**config.mk**
```make
export PLATFORM = sky130hd
export DESIGN_NAME = axi4_burst_master
export DESIGN_NICKNAME = d
export VERILOG_FILES = /design/src/rtl/axi4_pkg.sv /design/src/rtl/axi4_burst_master.sv
export SDC_FILE = /design/constraint.sdc
export NUM_CORES = 1
export LEC_CHECK = 0
export CORE_UTILIZATION = 33
export DETAILED_ROUTE_END_ITERATION = 7
export GPL_TIMING_DRIVEN = 0
export PLACE_DENSITY = 0.84
export SKIP_CTS_REPAIR_TIMING = 1
export SKIP_LAST_GASP = 1
export SLEW_MARGIN = 20
export SYNTH_ARGS = -nofsm -noshare
export SYNTH_HDL_FRONTEND = slang
export SYNTH_SLANG_ARGS = --single-unit
```
**constraint.sdc**
```tcl
create_clock -name ACLK -period 1.8 [get_ports ACLK]
set_clock_uncertainty 0.05 [all_clocks]
set_input_delay 0.18 -clock ACLK [delete_from_list [all_inputs] [get_ports ACLK]]
set_output_delay 0.18 -clock ACLK [all_outputs]
set_load 0.1 [all_outputs]
```
**src/rtl/axi4_pkg.sv**
```systemverilog
// Shared types and helpers for the AXI4 burst master: response codes, FSM state, 4KB check.
package axi4_pkg;

   localparam logic [1:0] RESP_OKAY   = 2'b00;
   localparam logic [1:0] RESP_SLVERR = 2'b10;

   typedef enum logic [2:0] {
      StIdle,
      StAw,
      StW,
      StB,
      StAr,
      StR,
      StDrain
   } mst_state_e;

   // Start address of the final beat must stay inside the same 4KB page.
   function automatic logic crosses_4k(input logic [11:0] addr,
                                       input logic [7:0]  len,
                                       input logic [2:0]  size);
      logic [12:0] w_last;
      w_last = {1'b0, addr} + (13'(len) << size);
      return w_last[12];
   endfunction

endpackage

```
**src/rtl/axi4_burst_master.sv**
```systemverilog
// Single-outstanding AXI4 INCR burst master: command in, AW/W/B or AR/R out, one completion
// pulse per command. Illegal commands are rejected locally without bus traffic.
module axi4_burst_master
   import axi4_pkg::*;
#(
   parameter int unsigned DATA_WIDTH = 32,
   parameter int unsigned ADDR_WIDTH = 16
) (
   input  logic                  ACLK,
   input  logic                  ARESETn,
   input  logic                  cmd_valid,
   output logic                  cmd_ready,
   input  logic                  cmd_write,
   input  logic [ADDR_WIDTH-1:0] cmd_addr,
   input  logic [7:0]            cmd_len,
   input  logic [2:0]            cmd_size,
   input  logic                  wd_valid,
   output logic                  wd_ready,
   input  logic [DATA_WIDTH-1:0] wd_data,
   output logic                  rd_valid,
   input  logic                  rd_ready,
   output logic [DATA_WIDTH-1:0] rd_data,
   output logic [1:0]            rd_resp,
   output logic                  rd_last,
   output logic                  done_valid,
   output logic [1:0]            done_resp,
   output logic [ADDR_WIDTH-1:0] AWADDR,
   output logic [7:0]            AWLEN,
   output logic [2:0]            AWSIZE,
   output logic                  AWVALID,
   input  logic                  AWREADY,
   output logic [DATA_WIDTH-1:0] WDATA,
   output logic                  WLAST,
   output logic                  WVALID,
   input  logic                  WREADY,
   input  logic [1:0]            BRESP,
   input  logic                  BVALID,
   output logic                  BREADY,
   output logic [ADDR_WIDTH-1:0] ARADDR,
   output logic [7:0]            ARLEN,
   output logic [2:0]            ARSIZE,
   output logic                  ARVALID,
   input  logic                  ARREADY,
   input  logic [DATA_WIDTH-1:0] RDATA,
   input  logic [1:0]            RRESP,
   input  logic                  RLAST,
   input  logic                  RVALID,
   output logic                  RREADY
);

   localparam int unsigned MAX_SIZE = $clog2(DATA_WIDTH / 8);

   mst_state_e            r_state,      w_state_d;
   logic                  r_cmd_ready,  w_cmd_ready_d;
   logic                  r_awvalid,    w_awvalid_d;
   logic                  r_arvalid,    w_arvalid_d;
   logic                  r_bready,     w_bready_d;
   logic                  r_done_valid, w_done_valid_d;
   logic [1:0]            r_done_resp,  w_done_resp_d;
   logic [ADDR_WIDTH-1:0] r_addr,       w_addr_d;
   logic [7:0]            r_len,        w_len_d;
   logic [2:0]            r_size,       w_size_d;
   logic [7:0]            r_beat_cnt,   w_beat_cnt_d;
   logic [1:0]            r_worst_resp, w_worst_resp_d;
   logic                  r_rd_err,     w_rd_err_d;
   logic                  w_illegal;
   logic [1:0]            w_resp_max;

   assign w_illegal  = (cmd_size > 3'(MAX_SIZE)) || crosses_4k(cmd_addr[11:0], cmd_len, cmd_size);
   assign w_resp_max = (RRESP > r_worst_resp) ? RRESP : r_worst_resp;

   always_comb begin
      w_state_d      = r_state;
      w_cmd_ready_d  = r_cmd_ready;
      w_awvalid_d    = r_awvalid;
      w_arvalid_d    = r_arvalid;
      w_bready_d     = r_bready;
      w_done_valid_d = 1'b0;
      w_done_resp_d  = r_done_resp;
      w_addr_d       = r_addr;
      w_len_d        = r_len;
      w_size_d       = r_size;
      w_beat_cnt_d   = r_beat_cnt;
      w_worst_resp_d = r_worst_resp;
      w_rd_err_d     = r_rd_err;
      wd_ready       = 1'b0;
      WVALID         = 1'b0;
      WDATA          = '0;
      WLAST          = 1'b0;
      rd_valid       = 1'b0;
      rd_data        = '0;
      rd_resp        = '0;
      rd_last        = 1'b0;
      RREADY         = 1'b0;

      case (r_state)
         StIdle: begin
            w_cmd_ready_d = 1'b1;
            if (cmd_valid && r_cmd_ready) begin
               w_cmd_ready_d  = 1'b0;
               w_addr_d       = cmd_addr;
               w_len_d        = cmd_len;
               w_size_d       = cmd_size;
               w_beat_cnt_d   = '0;
               w_worst_resp_d = RESP_OKAY;
               w_rd_err_d     = 1'b0;
               if (w_illegal) begin
                  // Rejected writes still have to swallow their data beats.
                  if (cmd_write) begin
                     w_state_d = StDrain;
                  end else begin
                     w_done_valid_d = 1'b1;
                     w_done_resp_d  = RESP_SLVERR;
                  end
               end else if (cmd_write) begin
                  w_state_d   = StAw;
                  w_awvalid_d = 1'b1;
               end else begin
                  w_state_d   = StAr;
                  w_arvalid_d = 1'b1;
               end
            end
         end
         StAw: begin
            if (AWREADY) begin
               w_awvalid_d = 1'b0;
               w_state_d   = StW;
            end
         end
         StW: begin
            WVALID   = wd_valid;
            WDATA    = wd_data;
            wd_ready = WREADY;
            WLAST    = (r_beat_cnt == r_len);
            if (wd_valid && WREADY) begin
               w_beat_cnt_d = r_beat_cnt + 8'd1;
               if (r_beat_cnt == r_len) begin
                  w_state_d  = StB;
                  w_bready_d = 1'b1;
               end
            end
         end
         StB: begin
            if (BVALID) begin
               w_bready_d     = 1'b0;
               w_done_valid_d = 1'b1;
               w_done_resp_d  = BRESP;
               w_state_d      = StIdle;
            end
         end
         StAr: begin
            if (ARREADY) begin
               w_arvalid_d = 1'b0;
               w_state_d   = StR;
            end
         end
         StR: begin
            rd_valid = RVALID;
            rd_data  = RDATA;
            rd_resp  = RRESP;
            rd_last  = RLAST;
            RREADY   = rd_ready;
            if (RVALID && rd_ready) begin
               w_beat_cnt_d   = r_beat_cnt + 8'd1;
               w_worst_resp_d = w_resp_max;
               if (RLAST) begin
                  w_done_valid_d = 1'b1;
                  w_done_resp_d  = (r_rd_err || (r_beat_cnt != r_len)) ? RESP_SLVERR : w_resp_max;
                  w_state_d      = StIdle;
               end else if (r_beat_cnt == r_len) begin
                  // Expected final beat arrived without RLAST; anything further is overrun.
                  w_rd_err_d = 1'b1;
               end
            end
         end
         StDrain: begin
            wd_ready = 1'b1;
            if (wd_valid) begin
               w_beat_cnt_d = r_beat_cnt + 8'd1;
               if (r_beat_cnt == r_len) begin
                  w_done_valid_d = 1'b1;
                  w_done_resp_d  = RESP_SLVERR;
                  w_state_d      = StIdle;
               end
            end
         end
         default: w_state_d = StIdle;
      endcase
   end

   always_ff @(posedge ACLK or negedge ARESETn) begin
      if (!ARESETn) begin
         r_state      <= StIdle;
         r_cmd_ready  <= 1'b0;
         r_awvalid    <= 1'b0;
         r_arvalid    <= 1'b0;
         r_bready     <= 1'b0;
         r_done_valid <= 1'b0;
         r_done_resp  <= '0;
         r_addr       <= '0;
         r_len        <= '0;
         r_size       <= '0;
         r_beat_cnt   <= '0;
         r_worst_resp <= '0;
         r_rd_err     <= 1'b0;
      end else begin
         r_state      <= w_state_d;
         r_cmd_ready  <= w_cmd_ready_d;
         r_awvalid    <= w_awvalid_d;
         r_arvalid    <= w_arvalid_d;
         r_bready     <= w_bready_d;
         r_done_valid <= w_done_valid_d;
         r_done_resp  <= w_done_resp_d;
         r_addr       <= w_addr_d;
         r_len        <= w_len_d;
         r_size       <= w_size_d;
         r_beat_cnt   <= w_beat_cnt_d;
         r_worst_resp <= w_worst_resp_d;
         r_rd_err     <= w_rd_err_d;
      end
   end

   assign cmd_ready  = r_cmd_ready;
   assign done_valid = r_done_valid;
   assign done_resp  = r_done_resp;
   assign AWADDR     = r_addr;
   assign AWLEN      = r_len;
   assign AWSIZE     = r_size;
   assign AWVALID    = r_awvalid;
   assign ARADDR     = r_addr;
   assign ARLEN      = r_len;
   assign ARSIZE     = r_size;
   assign ARVALID    = r_arvalid;
   assign BREADY     = r_bready;

endmodule

```
==> run summary <==
run status = complete, but fails checks
failing checks = setup timing
# rows = 37
GRT Overall Usage = 0.2248
clock latency on the worst-skew pair = 0.32 ns
Hold Fails Final Rpt = 0
Syn Std Cell Area = 3633 um2
most frequent cells in the layout = 96 x nand2_1, 94 x clkdlybuf4s50_1, 68 x buf_12, 54 x buf_4, 49 x dlymetal6s2s_1
Power, Total = 15.05 mW
clk slew on worst S/H paths = 0.11 ns
CP startpoint kind = input port
most common cell after layout, fill and taps aside = nand2_1
drt wl/cell = 19.86 um
number of max-cap violations = 0
synthesis-stage register bit count = 48
Die X = 106.9 um
ant diodes = 0
Via-to-Cell Ratio = 5.359
# nets final = 865
synthesis warning total = 0
RSZ-0062 raised after global routing = yes
first-pass GRT wire length = 20380 um
number of global-route vias before repair = 4218
antenna violations before repair = 0
Final period util = 1.461
IO Port Bufs = 238
CTS max path bufs = 2
Initial Util = 0.3458
max frequency = 380.2 MHz
largest net degree at the start of global routing = 29
Hold Path Class = input port to register
WHS Endpoint = ARLEN[7]
Fill cells = 638
Die Height = 106.9 um
Async SR Flop Fraction = 1.000
crit-path max FO = 5
first drt pass iteration count = 5
via count = 4711
Netlist cell types = 53
share of layout cells above drive strength 1 = 0.4280
TritonCTS clock tree = built
WP data required = 1.96 ns
Worst Reg-to-Reg Cells = 8
Final setup viols = 113
Reg2Reg Capture Point = r_state[1]
Power per Cell Area = 1893 nW/um2
Rel. slew slack = 0.3239
number of remaining DRC errors = 0
Die Area = 11430 um2
drt total wl = 17450 um
FF-to-FF setup slack = -0.60 ns
Post-Syn Nets = 581
EDFF count, synth = 0
ys flop type = dfrtp_1
total grt overflow = 0
CTS Sinks = 48
Root Buffer = clkbuf_8
Worst Max-Slew Pin Slew = 1.012 ns
Final ANT Viol Nets = 0
CP arrival = 2.79 ns
FF-to-FF Start = r_state[1]
Pleak = 4.128 nW
Slew Viols, Final = 0
Design Area, Final = 7951 um2
CP Capture Type = register
TritonCTS Buffers = 5
setup ws final = -0.8302 ns
sequential share of the synthesized area = 0.3306
type of the worst setup path = input port to register
hold path depth = 3
Syn Inst Count = 458
post-DP HPWL = 10870 um
Tmin final = 2.630 ns
Core ar. = 10510 um2
Syn-to-layout area delta = 118.8%
Iteration-0 DRC Markers = 317
H-tree Lvls = 2
GP Congestion = 0.8636
hold wc startpoint = cmd_len[7]
maximum VDD drop = 1.818 mV
Placed Area = 6472 um2
I/O Pins = 240
mean post-synth cell area = 7.933 um2
[sequential cells by signal, summed over array words and instances, names as in the netlist, 2 cells and up]
name          cells
r_worst_resp      2
r_state           3
ARADDR           16
ARSIZE            3
ARLEN             8
r_beat_cnt        8
done_resp         2
[area by class of cell]
| class | instances | area, um2 | share of cell area |
|---|---|---|---|
| Buffer | 52 | 441.7 | 0.05555 |
| Clock buffer | 6 | 72.57 | 0.009127 |
| Clock inverter | 2 | 35.03 | 0.004406 |
| Inverter | 16 | 63.81 | 0.008025 |
| Multi-Input combinational cell | 342 | 2502 | 0.3147 |
| Sequential cell | 48 | 1227 | 0.1544 |
| Tap cell | 136 | 170.2 | 0.02140 |
| Timing Repair Buffer | 277 | 3438 | 0.4324 |
[worst max-delay path: stages]
cell       delay [ns]
buf_8            0.11
buf_12           0.12
mux2_4           0.31
nor2_2           0.08
a21oi_1          0.07
nand2_1          0.10
o21ai_1          0.07
ha_1             0.32
nand4_2          0.14
a2111oi_4        0.33
a21oi_2          0.12
and2_4           0.20
o31a_1           0.30
mux2_4           0.32
[through the flow]
step                worst slack (ns)  hold slack [ns]  cells    util  setup TNS, ns
floorplan                    -0.7833          -0.1656    458       -         -4.395
global placement              -1.537           0.4267    832  0.6145        -128.75
detailed placement            -1.586           0.1253    833  0.6159         -93.02
CTS                           -1.562          -0.2126    841  0.6261        -135.41
global route                 -0.9250           0.1370    879  0.7566         -27.17
finish                       -0.8302           0.1062    879  0.7566         -21.89
[routing by layer]
metal	global-route usage	routed length [um]
met1	0.2755	5882
met2	0.3982	9301
met3	0.04498	1561
met4	0.06262	707
met5	0	0
[report_power, final]
group	switching (mW)	internal (mW)
sequential	0.410	1.52
combinational	8.59	3.73
clock	0.391	0.413
[Yosys cell counts (3+ instances only)]
cell type | n | area, um2
ha_1 | 15 | 187.7
a31oi_1 | 3 | 18.77
a21oi_1 | 9 | 45.04
nand3_1 | 7 | 35.03
inv_1 | 16 | 60.06
nor3_1 | 4 | 20.02
o21ai_0 | 19 | 95.09
and2_1 | 40 | 250.2
xor2_1 | 5 | 43.79
o211ai_1 | 3 | 22.52
nand4_1 | 6 | 37.54
xnor2_1 | 9 | 78.83
nand2_1 | 99 | 371.6
mux2_2 | 4 | 45.04
and3_1 | 35 | 219.0
mux2i_1 | 5 | 50.05
nor2_1 | 32 | 120.1
buf_4 | 27 | 202.7
o31ai_1 | 4 | 30.03
dfrtp_1 | 48 | 1201
clkbuf_1 | 20 | 75.07
a211oi_1 | 3 | 22.52
nand2b_1 | 3 | 18.77
buf_2 | 5 | 25.02
[worst max path at each step]
stage / endpoint / startpoint / depth (start not counted) / slack [ns]
3_5_place_dp: done_resp[1] / cmd_size[0] / 12 / -1.59
2_1_floorplan: done_resp[0] / cmd_size[0] / 13 / -0.78
3_3_place_gp: done_resp[0] / cmd_size[0] / 12 / -1.54
5_1_grt: done_resp[1] / cmd_size[0] / 14 / -0.93
4_1_cts: WDATA[12] / r_state[1] / 6 / -1.56
6_report: done_resp[1] / cmd_size[0] / 14 / -0.83
[cells by family after synthesis]
kind of cell / count (synthesis) / synth area share
multiplexers: 11 / 0.03444
AND/OR/NAND/NOR: 238 / 0.3247
buffers and inverters: 68 / 0.09986
AO/OA/AOI/OAI: 63 / 0.1195
XOR/XNOR: 14 / 0.03375
adder cells (fa/ha/maj): 16 / 0.05716
flip-flops: 48 / 0.3306
(Power assumes the default switching activity.)
